$ cat src/rtl/pc_stack_unit_pkg.sv
// Shared definitions for the program-counter unit, PROM and decoder.
// Holds the operation priority encoding and the default address width.
package pc_stack_unit_pkg;

  localparam int DEFAULT_ADDR_W = 12;

  typedef enum logic [2:0] {
    OP_HOLD = 3'd0,
    OP_INC  = 3'd1,
    OP_LOAD = 3'd2,
    OP_CALL = 3'd3,
    OP_RET  = 3'd4
  } op_e;

  // Fixed priority: ret > call > load > inc > hold.
  function automatic op_e decode_op(input logic ret, input logic call,
                                    input logic load, input logic inc);
    if (ret)       return OP_RET;
    else if (call) return OP_CALL;
    else if (load) return OP_LOAD;
    else if (inc)  return OP_INC;
    else           return OP_HOLD;
  endfunction

endpackage

$ cat src/rtl/pc_stack_unit_ret_stack.sv
// Return-address LIFO. Only the depth counter is reset; entries are don't-care.
// Caller guarantees push only when not full and pop only when not empty.
module pc_ret_stack
  import pc_stack_unit_pkg::*;
#(
  parameter int ADDR_W      = DEFAULT_ADDR_W,
  parameter int STACK_DEPTH = 8,
  parameter int DEPTH_W     = $clog2(STACK_DEPTH + 1)
) (
  input  logic               clock,
  input  logic               reset,
  input  logic               push,
  input  logic               pop,
  input  logic [ADDR_W-1:0]  push_data,
  output logic [ADDR_W-1:0]  top_data,
  output logic [DEPTH_W-1:0] depth,
  output logic               full,
  output logic               empty
);

  localparam int                 IDX_W    = $clog2(STACK_DEPTH);
  localparam logic [DEPTH_W-1:0] FULL_CNT = DEPTH_W'(STACK_DEPTH);

  logic [ADDR_W-1:0]  mem [STACK_DEPTH];
  logic [DEPTH_W-1:0] top_ptr;

  assign top_ptr  = depth - DEPTH_W'(1);
  assign top_data = mem[top_ptr[IDX_W-1:0]];
  assign full     = (depth == FULL_CNT);
  assign empty    = (depth == '0);

  always_ff @(posedge clock) begin
    if (!reset)    depth <= '0;
    else if (push) depth <= depth + DEPTH_W'(1);
    else if (pop)  depth <= depth - DEPTH_W'(1);
  end

  always_ff @(posedge clock) begin
    if (reset && push) mem[depth[IDX_W-1:0]] <= push_data;
  end

endmodule

$ cat src/rtl/pc_stack_unit.sv
// Program counter with increment, jump and CALL/RET through an internal LIFO.
// Holds the pc register, the operation priority mux and the sticky error flags.
module pc_stack_unit
  import pc_stack_unit_pkg::*;
#(
  parameter int                ADDR_W      = DEFAULT_ADDR_W,
  parameter int                STACK_DEPTH = 8,
  parameter logic [ADDR_W-1:0] RESET_PC    = '0,
  parameter int                DEPTH_W     = $clog2(STACK_DEPTH + 1)
) (
  input  logic               clock,
  input  logic               reset,
  input  logic               inc,
  input  logic               load,
  input  logic               call,
  input  logic               ret,
  input  logic               clr_err,
  input  logic [ADDR_W-1:0]  target,
  output logic [ADDR_W-1:0]  pc,
  output logic [DEPTH_W-1:0] depth,
  output logic               stack_full,
  output logic               stack_empty,
  output logic               ovf_err,
  output logic               unf_err
);

  op_e               op;
  logic [ADDR_W-1:0] pc_next_seq;
  logic [ADDR_W-1:0] top_data;
  logic              push;
  logic              pop;
  logic              ovf_set;
  logic              unf_set;

  assign op          = decode_op(ret, call, load, inc);
  assign pc_next_seq = pc + ADDR_W'(1);
  assign push        = (op == OP_CALL) && !stack_full;
  assign pop         = (op == OP_RET) && !stack_empty;
  assign ovf_set     = (op == OP_CALL) && stack_full;
  assign unf_set     = (op == OP_RET) && stack_empty;

  pc_ret_stack #(
    .ADDR_W      (ADDR_W),
    .STACK_DEPTH (STACK_DEPTH),
    .DEPTH_W     (DEPTH_W)
  ) u_stack (
    .clock     (clock),
    .reset     (reset),
    .push      (push),
    .pop       (pop),
    .push_data (pc_next_seq),
    .top_data  (top_data),
    .depth     (depth),
    .full      (stack_full),
    .empty     (stack_empty)
  );

  always_ff @(posedge clock) begin
    if (!reset) begin
      pc      <= RESET_PC;
      ovf_err <= 1'b0;
      unf_err <= 1'b0;
    end else begin
      case (op)
        OP_RET:  if (pop)  pc <= top_data;
        OP_CALL: if (push) pc <= target;
        OP_LOAD: pc <= target;
        OP_INC:  pc <= pc_next_seq;
        default: pc <= pc;
      endcase
      // A new error event wins over a simultaneous clear.
      ovf_err <= ovf_set | (ovf_err & ~clr_err);
      unf_err <= unf_set | (unf_err & ~clr_err);
    end
  end

endmodule

$ cat config.mk
export PLATFORM = sky130hd
export DESIGN_NAME = pc_stack_unit
export DESIGN_NICKNAME = d
export VERILOG_FILES = /design/src/rtl/pc_stack_unit_pkg.sv /design/src/rtl/pc_stack_unit_ret_stack.sv /design/src/rtl/pc_stack_unit.sv
export SDC_FILE = /design/constraint.sdc
export NUM_CORES = 1
export LEC_CHECK = 0
export CAP_MARGIN = 10
export CORE_MARGIN = 4
export CORE_UTILIZATION = 36
export CTS_CLUSTER_DIAMETER = 200
export DETAILED_ROUTE_END_ITERATION = 16
export DONT_BUFFER_PORTS = 1
export PLACE_DENSITY_LB_ADDON = 0.3
export SLEW_MARGIN = 15
export SYNTH_ARGS = -nofsm -noshare
export SYNTH_HDL_FRONTEND = slang
export SYNTH_HIERARCHICAL = 1
export SYNTH_SLANG_ARGS = --single-unit
export TNS_END_PERCENT = 20
$ cat constraint.sdc
create_clock -name clock -period 6.6 [get_ports clock]
set_clock_uncertainty 0.1 [all_clocks]
set_input_delay 0.99 -clock clock [delete_from_list [all_inputs] [get_ports clock]]
set_output_delay 0.99 -clock clock [all_outputs]
set_load 0.01 [all_outputs]
Word level (Yosys, flattened, before mapping) --
Memories as Yosys holds them, arrays and structs flattened. Index checks and enable logic that the tools add are counted.
Cells by class: add/subtract/negate cells 3, eq/ne operators 7, muxes and demuxes 11, bitwise logic cells 5, reduce and logical (&&, ||, !) cells 11
Operators by type and width (number):
- one-hot mux 12 bit (4 select lines) | 1
- two-way mux 12 bit | 2
- adder 12 x 1 -> 12 bit, second input constant | 1
- two-way mux 4 bit | 2
- == test 3 x 2 -> 1 bit, second input constant | 2
- logical AND 1 bit | 5
- adder 4 x 1 -> 4 bit, second input constant | 1
- == test 4 bit, second input constant | 1
- logical NOT 4 bit | 1
- two-way mux 2 bit | 2
- nonzero test 4 bit | 1
- subtractor 4 x 1 -> 4 bit, second input constant | 1
- == test 3 x 1 -> 1 bit, second input constant | 1
- == test 3 bit, second input constant | 1
- two-way mux 1 bit | 3
- two-way mux 3 bit | 1
- AND reduction 3 bit | 1
- bitwise AND 1 bit | 2
- logical NOT 1 bit | 2
- != test 2 x 1 -> 1 bit, second input constant | 1
- != test 2 bit, second input constant | 1
- bitwise OR 1 bit | 2
- nonzero test 2 bit | 1
- NOT 1 bit | 1
Word-level totals: flip-flop bits (word level) 18, RAM bits 96, input port bits 19, logic and storage cells 42, memories kept 1
Memory list:
- u_stack.mem | words 8, bits a word 12, read ports 1, clocked after Yosys merged registers in 0, write ports 1, line pc_stack_unit_ret_stack.sv:24 | logic [ADDR_W-1:0] mem [STACK_DEPTH];

Longest topological paths before layout --
Gate-level depths: netlist (run 1).
depth in word-level cells 9, depth in mapped cells 11, depth with buffers taken out 8

Hierarchy --
Netlist (run 1), hierarchy kept.
Modules (own cells, without submodules):
- pc_ret_stack | instances 1, cells each 184, area an instance 3931.3 um^2, sequential area each 2962.8 um^2
- pc_stack_unit | instances 1, cells each 126, area an instance 991.0 um^2, sequential area each 280.3 um^2

Worst setup path after synthesis (run 1) --
No wires, ideal clock.
kind reg2reg, from register u_stack.depth[0], to memory u_stack/mem[4][0] in the netlist's numbering, enable pin, library setup time 396 ps, data arrival time 2718 ps, data required time 6104 ps, path slack 3386 ps, cell stages (with the launch flop) 9, buffers on the path 2, period minus slack after synthesis 3214 ps, cell sequence dfxtp_1 > buf_4 > inv_1 > ha_1 > and3_1 > nor3b_1 > clkbuf_1 > nand3_1 > nor3_1
Between the ends: longest elaborated chain between the ends 6
Ends and longest elaborated chain:
- start, declared | line pc_stack_unit_ret_stack.sv:16 | output logic [DEPTH_W-1:0] depth,
- start signal, assigned | line pc_stack_unit_ret_stack.sv:34 | else if (push) depth <= depth + DEPTH_W'(1);
- start signal, assigned | line pc_stack_unit_ret_stack.sv:35 | else if (pop) depth <= depth - DEPTH_W'(1);
- == test 4 bit | line pc_stack_unit_ret_stack.sv:29 | assign full = (depth == FULL_CNT);
- named net stack_full | line pc_stack_unit.sv:21 | output logic stack_full,
- logical NOT 1 bit | line pc_stack_unit.sv:37 | assign push = (op == OP_CALL) && !stack_full;
- logical AND 1 bit | line pc_stack_unit.sv:37
- named net push | line pc_stack_unit.sv:30 | logic push;
- logical AND 1 bit | line pc_stack_unit_ret_stack.sv:39 | if (reset && push) mem[depth[IDX_W-1:0]] <= push_data;
- two-way mux 1 bit | line pc_stack_unit_ret_stack.sv:39
- two-way mux 1 bit (not written as such) | line pc_stack_unit_ret_stack.sv:39
- end, declared | line pc_stack_unit_ret_stack.sv:24
The timed path passes the listed nets, and every way through them passes these cells.

Worst setup path after layout (run 1) --
from register u_stack.depth[0], to memory u_stack/mem[6][5] in the netlist's numbering, enable pin
The elaborated chain is that of the path after synthesis.

==> results.yml, run 1 <==
clock_network:
  cts_tree: "yes"
  clock_latency_ns: 0.41
  cts_buffers: 17
  htreeDepth: 4
  clockBufferDepth: 2
  path_clk_slew_ns: 0.05
  postCtsSetupRepairBufs: 0
  hold_buffers: 0
  clk_root_buffer_cell: "clkbuf_16"
  cts.sink_count: 114
  cts_resized: 0
yosys:
  synth_edf_count: 96
  synthDominantCellAreaShare_pct: 58.6
  synth_top_family_by_area: "multiplexers"
  synth_compound_area_share_pct: 7.42
  synthMuxAreaShare_pct: 14.2
  avgSynthCellArea_um2: 15.9
  synthXorXnorAreaFrac_pct: 1.42
  synthTopCellsByArea: "edfxtp_1 (59%), mux4_2 (9.2%), dfxtp_1 (7.3%)"
  synth_top_cells_by_count: "edfxtp_1 (96), nand2_1 (21), mux4_2 (20)"
  synthAdderAreaFrac_pct: 0.763
  synth_cell_type_count: 47
  syn-cell-area_um2: 4920
  synth_simple_gate_area_share_pct: 7.83
  synth_nets: 332
  ys_ff_latch: 114
  yosysWarningCount: 6
  synthArstFlopShare_pct: 0
  synthCells: 310
  synth_ff_type: "edfxtp_1"
  yosysMostFrequentCell: "edfxtp_1"
  synth_largest_area_cell: "edfxtp_1"
  yosysSeqAreaShare_pct: 65.9
global_route:
  grt_pass1_vias: 2785
  gr-total-overflow: 0
  grtUsageTotal_pct: 15.3
  grt_max_degree: 33
  grt_pass1_wl_mm: 17.6
  grt_antenna_before_repair: 0
critical_path:
  slowest_stage: "dfxtp_2"
  arrival_ns: 4.33
  rr_endpoint: "u_stack/mem[6][5]"
  endpoint_kind: "flop"
  r2r_setup_slack_ns: 2.19
  worstSetupPathType: "reg -> reg"
  cp.required_ns: 6.53
  crit_family: "simple AND/OR/NAND/NOR gates"
  worst-path-buf-inv: 1
  r2r-start: "u_stack/depth[0]"
  slowest_delay_ns: 1.02
  crit_chain: "inv_1 -> ha_1 -> and3_1 -> nor3b_1 -> nand3_1 -> nor2_1"
  rr_worst_depth: 6
  crit_path_max_fanout: 32
  cp-start-kind: "flop"
pwr:
  total_power_mw: 2.78
  p_leak_nw: 1.82
  ir_drop_v: 0.000255
  p_per_area_nw_per_um2: 490
die:
  die_x_um: 125
  start_util_pct: 37.0
  core.rowCount: 42
  core_area_um2: 13300
  ioPinCount: 39
  dieArea_um2: 15600
  die_y_um: 125
route:
  route.detailed.drc: 0
  dr.pass1.iters: 5
  num_vias: 2770
  viasPerCell: 5.50
  wl_per_cell_um: 23.0
  drtIter0Drc: 257
  drt_wl_total_mm: 11.6
  drtAntennaViolNets: 0
sta:
  setup_viol: 0
  worst_pin_slew_ns: 1.18
  timing.final.crit_share_pct: 66.8
  setup_slack_ns: 2.19
  maxSlewViolCount: 0
  hold_viol: 0
  setup_tns_ns: 0
  relSlewSlack_pct: 20.9
  rsz0062_at_grt: "no"
  min_period_ns: 4.41
  fmax_ghz: 0.227
min_path:
  holdPathStages: 2
  min_from: "unf_err"
  min_path_type: "reg -> reg"
  holdPathEnd: "unf_err"
finish:
  drive_gt1_share_pct: 23.2
  stdcell_count: 504
  nets: 337
  antennaDiodeCount: 0
  post-route-util_pct: 42.7
  area_growth_pct: 15.3
placed_design:
  portBuffers: 0
  placed_cells: 472
  detailedPlace.worstSlack_ns: 2.23
  dp_hpwl_mm: 7.69
  place_congestion: 0.755
run:
  drv_cap: 0
status:
  status: "completed"
cell families after synthesis:
family	after synthesis
AOI/OAI and AO/OA	54
DFF	114
xor gates and xnor gates	8
adders and majority gates	3
buffers and inverters	22
muxes	37
and+or+nand+nor	72
per-layer routing:
layer	part of all wire, %	vias up	GRT usage [%]
li1	-	1255	-
met1	42	1426	18.5
met2	51	77	25.9
met3	6.0	12	6.18
met4	1.1	0	3.83
met5	0	-	0
cell usage in the layout (no fill, tap or decap), types with 2 or more instances in the layout:
master,count
a222oi_1,3
o21ai_0,11
a21boi_0,4
nor3_1,6
o21a_1,7
xnor2_1,3
nor3_2,3
nor3b_1,3
o22ai_1,5
nand2b_1,3
edfxtp_1,96
a21oi_1,3
clkbuf_16,17
nand3b_1,2
mux4_1,4
buf_4,2
nor2_1,12
nand2_1,21
dfxtp_1,17
a31oi_1,7
mux4_2,20
inv_1,6
bufinv_16,3
mux2_2,12
xor2_1,5
ha_1,3
or2_2,4
clkbuf_1,2
clkinvlp_4,6
nand3_1,8
a22oi_1,8
worst max-delay path by stage:
stage	startpoint	to	slack [ns]	depth (start not counted)
after CTS	u_stack/depth[0]	u_stack/mem[2][5]	2.20	6
after global placement	u_stack/depth[0]	u_stack/mem[6][7]	2.36	6
final	u_stack/depth[0]	u_stack/mem[6][5]	2.19	6
after global routing	u_stack/depth[0]	u_stack/mem[2][0]	1.76	6
after detailed placement	u_stack/depth[0]	u_stack/mem[6][7]	2.23	6
after floorplan	u_stack/depth[0]	u_stack/mem[4][0]	3.39	8
flip-flops by register name (all words and copies together) (netlist names):
signal	flops
ovf_err	1
pc	12
u_stack/depth	4
u_stack/mem	96
unf_err	1
where the power goes:
| group | internal, mW | switching (mW) | leakage, nW |
|---|---|---|---|
| combinational | 0.370 | 0.415 | 0.522 |
| sequential | 0.927 | 0.146 | 1.03 |
| clock | 0.603 | 0.319 | 0.275 |
| total | 1.90 | 0.880 | 1.82 |
per-stage QoR:
step,instance area [um2],hold slack (ns)
floorplan,4920,0.397
global placement,5070,0.417
detailed placement,5070,0.435
CTS,5680,0.445
global route,5680,0.475
finish,5680,0.437
cell type report:
cell class | count | area, um2
clock buffer | 20 | 447
inverter | 6 | 22.5
sequential | 114 | 3240
timing repair buffer | 2 | 15.0
multi-input combinational | 174 | 1570
tap | 176 | 220
clock inverter | 12 | 158
fill | 1172 | 7620
worst register-to-register path, stage by stage (launching register included):
cell and delay (ns):
dfxtp_2 1.02, inv_1 0.23, ha_1 0.31, and3_1 0.27
nor3b_1 0.78, nand3_1 0.35, nor2_1 0.97
(Power assumes the default switching activity.)
==> run 2, diff against run 1 <==
Clock period 6.6 ns to 4.1 ns, I/O delays scaled along.
==> run 2 against run 1 <==
  * Sequential power is 54% higher
  * Register-to-register slack got worse by 0.94 ns
  * Power rose by 53%
  * Global-route usage down 0.38 points
  * Critical path depth is 1 higher
  * Non-clock buffer count is 10 higher
  * Wire length is 0.84% lower
  * Utilization did not move
  * Worst setup slack got worse by 0.94 ns
  * Combinational power rose by 63%
  * Largest power group unchanged
  * Highest routed layer unchanged
==> results.yml, run 2 (synthesis gave the netlist of run 1 again) <==
critical_path:
  endpoint_kind: "flop"
  cp-start-kind: "flop"
  r2r_setup_slack_ns: 1.25
  rr_endpoint: "pc[9]"
  arrival_ns: 3.03
  rr_worst_depth: 7
  cp.required_ns: 4.28
  startpoint: "u_stack/depth[1]"
  crit_path_max_fanout: 20
  critPathCapture: "pc[9]"
  r2r-start: "u_stack/depth[1]"
  worstSetupPathType: "reg -> reg"
finish:
  n_fill_cell: 1189
  nets: 347
  antennaDiodeCount: 0
  largest_reg_flops: 96
  drive_gt1_share_pct: 24.3
  post-route-util_pct: 42.7
  layout_commonest_cell: "edfxtp_1"
  area_growth_pct: 15.3
  final_cell_mix: "edfxtp_1 (96), nand2_1 (21), mux4_2 (20)"
die:
  core_area_um2: 13300
  ioPinCount: 39
  core.rowCount: 42
  die_y_um: 125
  start_util_pct: 37.0
  die_x_um: 125
  dieArea_um2: 15600
pwr:
  switching_share_pct: 31.5
  switchingPower_mw: 1.34
  ir_drop_v: 0.000357
  pwr-share-seq_pct: 38.9
  comb_power_share_pct: 30.2
  internal-power_mw: 2.91
  p_per_area_nw_per_um2: 749
  p_leak_nw: 1.85
  pwr-share-clk_pct: 30.8
route:
  dr.pass1.iters: 6
  drtAntennaViolNets: 0
  route.detailed.drc: 0
  drt_wl_total_mm: 11.5
  wl_per_cell_um: 22.4
  num_vias: 2806
  drtIter0Drc: 204
  viasPerCell: 5.46
sta:
  setup_slack_ns: 1.25
  relSlewSlack_pct: 53.1
  setup_viol: 0
  maxSlewViolCount: 0
  timing.final.crit_share_pct: 69.5
  rsz0062_at_grt: "no"
  fmax_ghz: 0.351
  min_period_ns: 2.85
  worst_pin_slew_ns: 0.699
  hold_viol: 0
  setup_tns_ns: 0
global_route:
  grtUsageTotal_pct: 15.0
  gr-total-overflow: 0
  grt_pass1_vias: 2824
  grt_pass1_wl_mm: 17.3
  grt_antenna_before_repair: 0
  grt_max_degree: 32
placed_design:
  portBuffers: 0
  detailedPlace.worstSlack_ns: 1.25
  place_congestion: 0.753
  dp_hpwl_mm: 7.01
clock_network:
  cts_tree: "yes"
  cts.sink_count: 114
  cts_resized: 0
  clockBufferDepth: 2
  hold_buffers: 0
  htreeDepth: 4
  postCtsSetupRepairBufs: 0
  cts_buffers: 17
  clock_latency_ns: 0.40
  clk_root_buffer_cell: "clkbuf_16"
  path_clk_slew_ns: 0.05
run:
  drv_cap: 0
min_path:
  min_path_type: "in -> reg"
status:
  status: "completed"
run 2: changes by cell type in the layout (fill, tap and decap cells not counted), sizes merged:
| cell | change |
|---|---|
| clkinv | +6 |
| inv | -1 |
| clkinvlp | -3 |
| buf | +10 |
| bufinv | -2 |
run 2: stage by stage:
| step | std cells | cell area [um2] | power (mW) | hold WS, ns |
|---|---|---|---|---|
| after floorplan | 310 | 4920 | 2.66 | 0.397 |
| after global placement | 482 | 5150 | 2.95 | 0.415 |
| after detailed placement | 482 | 5150 | 2.98 | 0.427 |
| after CTS | 514 | 5680 | 4.30 | 0.242 |
| after global routing | 514 | 5680 | 4.48 | 0.248 |
| final | 514 | 5680 | 4.25 | 0.255 |
run 2: area by class of cell:
class / instances / area [um2] / share of cell area (%)
Clock buffer: 20 / 437 / 7.69
Clock inverter: 12 / 92.6 / 1.63
Inverter: 6 / 22.5 / 0.397
Multi-Input combinational cell: 174 / 1570 / 27.6
Sequential cell: 114 / 3240 / 57.2
Tap cell: 176 / 220 / 3.88
Timing Repair Buffer: 12 / 90.1 / 1.59
run 2: per-layer routing:
layer  vias to the layer above  global-route usage, %  wire, um
met5                         -                      0         0
met1                      1423                   18.6      4740
li1                       1269                      -         -
met3                         9                   5.54       957
met2                       105                   24.9      5710
met4                         0                   4.02        95
run 2: worst min path at each step:
stage            start          endpoint  slack, ns  cells past startpoint
6_report         reset             pc[6]       0.26                      2
3_5_place_dp   ovf_err           ovf_err       0.43                      2
5_1_grt          reset  u_stack/depth[3]       0.25                      2
4_1_cts          reset             pc[2]       0.24                      2
2_1_floorplan  unf_err           unf_err       0.40                      2
3_3_place_gp   unf_err           unf_err       0.41                      2
run 2: worst max-delay path, stage by stage (launching register included):
cell and delay, ns:
dfxtp_1 0.57, inv_1 0.12, ha_1 0.47, buf_4 0.38
mux4_2 0.36, mux2_2 0.29, a222oi_1 0.32, o22ai_1 0.11
run 2: power by group through the flow:
stage | sequential, mW | combinational, mW | clock, mW
2_1_floorplan | 1.62 | 1.04 | 0
3_3_place_gp | 1.68 | 1.27 | 0
3_5_place_dp | 1.68 | 1.30 | 0
4_1_cts | 1.66 | 1.30 | 1.33
5_1_grt | 1.68 | 1.41 | 1.39
6_report | 1.65 | 1.28 | 1.31
==> run 3, diff against run 2 <==
Clock period 4.1 ns to 2.9 ns, I/O delays scaled along.
==> run 3 against run 2 <==
  * Sequential cell count stayed put
  * Final area grew 1.8%
  * Largest cell class unchanged
  * Combinational power is 52% higher
==> results.yml, run 3 (synthesis gave the netlist of run 1 again) <==
status:
  status: "completed"
critical_path:
  worstSetupPathType: "reg -> reg"
  endpoint_kind: "flop"
  r2r-start: "u_stack/depth[0]"
  crit_path_max_fanout: 12
  rr_worst_depth: 9
  cp.required_ns: 3.08
  r2r_setup_slack_ns: 0.49
  cp-start-kind: "flop"
  arrival_ns: 2.60
  startpoint: "u_stack/depth[0]"
clock_network:
  path_clk_slew_ns: 0.05
  cts.sink_count: 114
  clock_latency_ns: 0.40
  clk_root_buffer_cell: "clkbuf_16"
  cts_resized: 0
  postCtsSetupRepairBufs: 0
  cts_tree: "yes"
  cts_buffers: 17
  clockBufferDepth: 2
  htreeDepth: 4
  hold_buffers: 0
die:
  die_x_um: 125
  ioPinCount: 39
  dieArea_um2: 15600
  core_area_um2: 13300
  core.rowCount: 42
  die_y_um: 125
  start_util_pct: 37.0
route:
  num_vias: 2789
  wl_per_cell_um: 22.2
  route.detailed.drc: 0
  drtAntennaViolNets: 0
  drtIter0Drc: 213
  drt_wl_total_mm: 11.6
  dr.pass1.iters: 5
  viasPerCell: 5.33
sta:
  timing.final.crit_share_pct: 83.3
  min_period_ns: 2.41
  maxSlewViolCount: 0
  fmax_ghz: 0.414
  worst_pin_slew_ns: 0.654
  rsz0062_at_grt: "no"
  setup_viol: 0
  hold-worst-slack_ns: 0.0774
  hold_viol: 0
  relSlewSlack_pct: 56.3
min_path:
  min_path_type: "in -> reg"
  min_from: "reset"
  holdPathStages: 2
pwr:
  p_leak_nw: 1.92
  p_per_area_nw_per_um2: 1070
  ir_drop_v: 0.000478
finish:
  largest_reg_flops: 96
  stdcell_count: 523
  area_growth_pct: 17.3
  nets: 356
  layout_commonest_cell: "edfxtp_1"
  drive_gt1_share_pct: 25.9
  antennaDiodeCount: 0
  n_fill_cell: 1185
  final_cell_mix: "edfxtp_1 (96), nand2_1 (21), buf_4 (21)"
placed_design:
  dp_hpwl_mm: 7.27
  place_congestion: 0.734
  portBuffers: 0
  placed_cells: 491
global_route:
  gr-total-overflow: 0
  grtUsageTotal_pct: 15.5
  grt_antenna_before_repair: 0
  grt_pass1_wl_mm: 18.0
  grt_pass1_vias: 3085
  grt_max_degree: 32
run:
  drv_cap: 0
## run 3: area by class of cell
| class | count | area, um2 | area share [%] |
|---|---|---|---|
| flip-flops and latches | 114 | 3240 | 56.2 |
| multi-input cells | 174 | 1570 | 27.2 |
| clock buffers | 25 | 475 | 8.23 |
| well taps | 176 | 220 | 3.81 |
| repair buffers | 21 | 158 | 2.73 |
| clock inverters | 7 | 86.3 | 1.49 |
| inverters | 6 | 22.5 | 0.390 |
## run 3: critical path: stages, from the launching register on
cell	delay, ns
dfxtp_2	0.33
inv_1	0.07
ha_1	0.49
buf_4	0.30
mux4_1	0.30
mux2_2	0.29
inv_1	0.06
o21ai_1	0.07
a22oi_1	0.18
o22ai_1	0.10
## run 3: final timing paths
check,endpoint
max,pc[0]
min reg2reg,ovf_err
min,pc[7]
max reg2reg,pc[0]
## run 3: through the flow
| stage | util (%) | instance area, um2 | TNS (ns) | total power, mW | worst slack [ns] |
|---|---|---|---|---|---|
| detailed placement | 39.2 | 5210 | 0 | 4.28 | 0.475 |
| global route | 43.4 | 5780 | 0 | 6.53 | 0.299 |
| global placement | 39.2 | 5210 | 0 | 4.24 | 0.529 |
| finish | 43.4 | 5780 | 0 | 6.20 | 0.486 |
| floorplan | - | 4920 | -7.50 | 3.76 | -0.314 |
| CTS | 43.4 | 5780 | 0 | 6.26 | 0.466 |
## run 3: report_power, final
part	leakage (nW)	internal, mW	switching, mW
clock	0.273	1.30	0.663
combinational	0.622	0.912	1.04
sequential	1.03	2.11	0.177
total	1.92	4.32	1.88
## run 3: per-layer routing
layer | track usage [%] | vias to the layer above | part of all wire [%]
li1 | - | 1283 | -
met4 | 4.85 | 0 | 1.2
met3 | 6.70 | 13 | 7.4
met5 | 0 | - | 0
met1 | 18.7 | 1418 | 42
met2 | 25.4 | 75 | 49
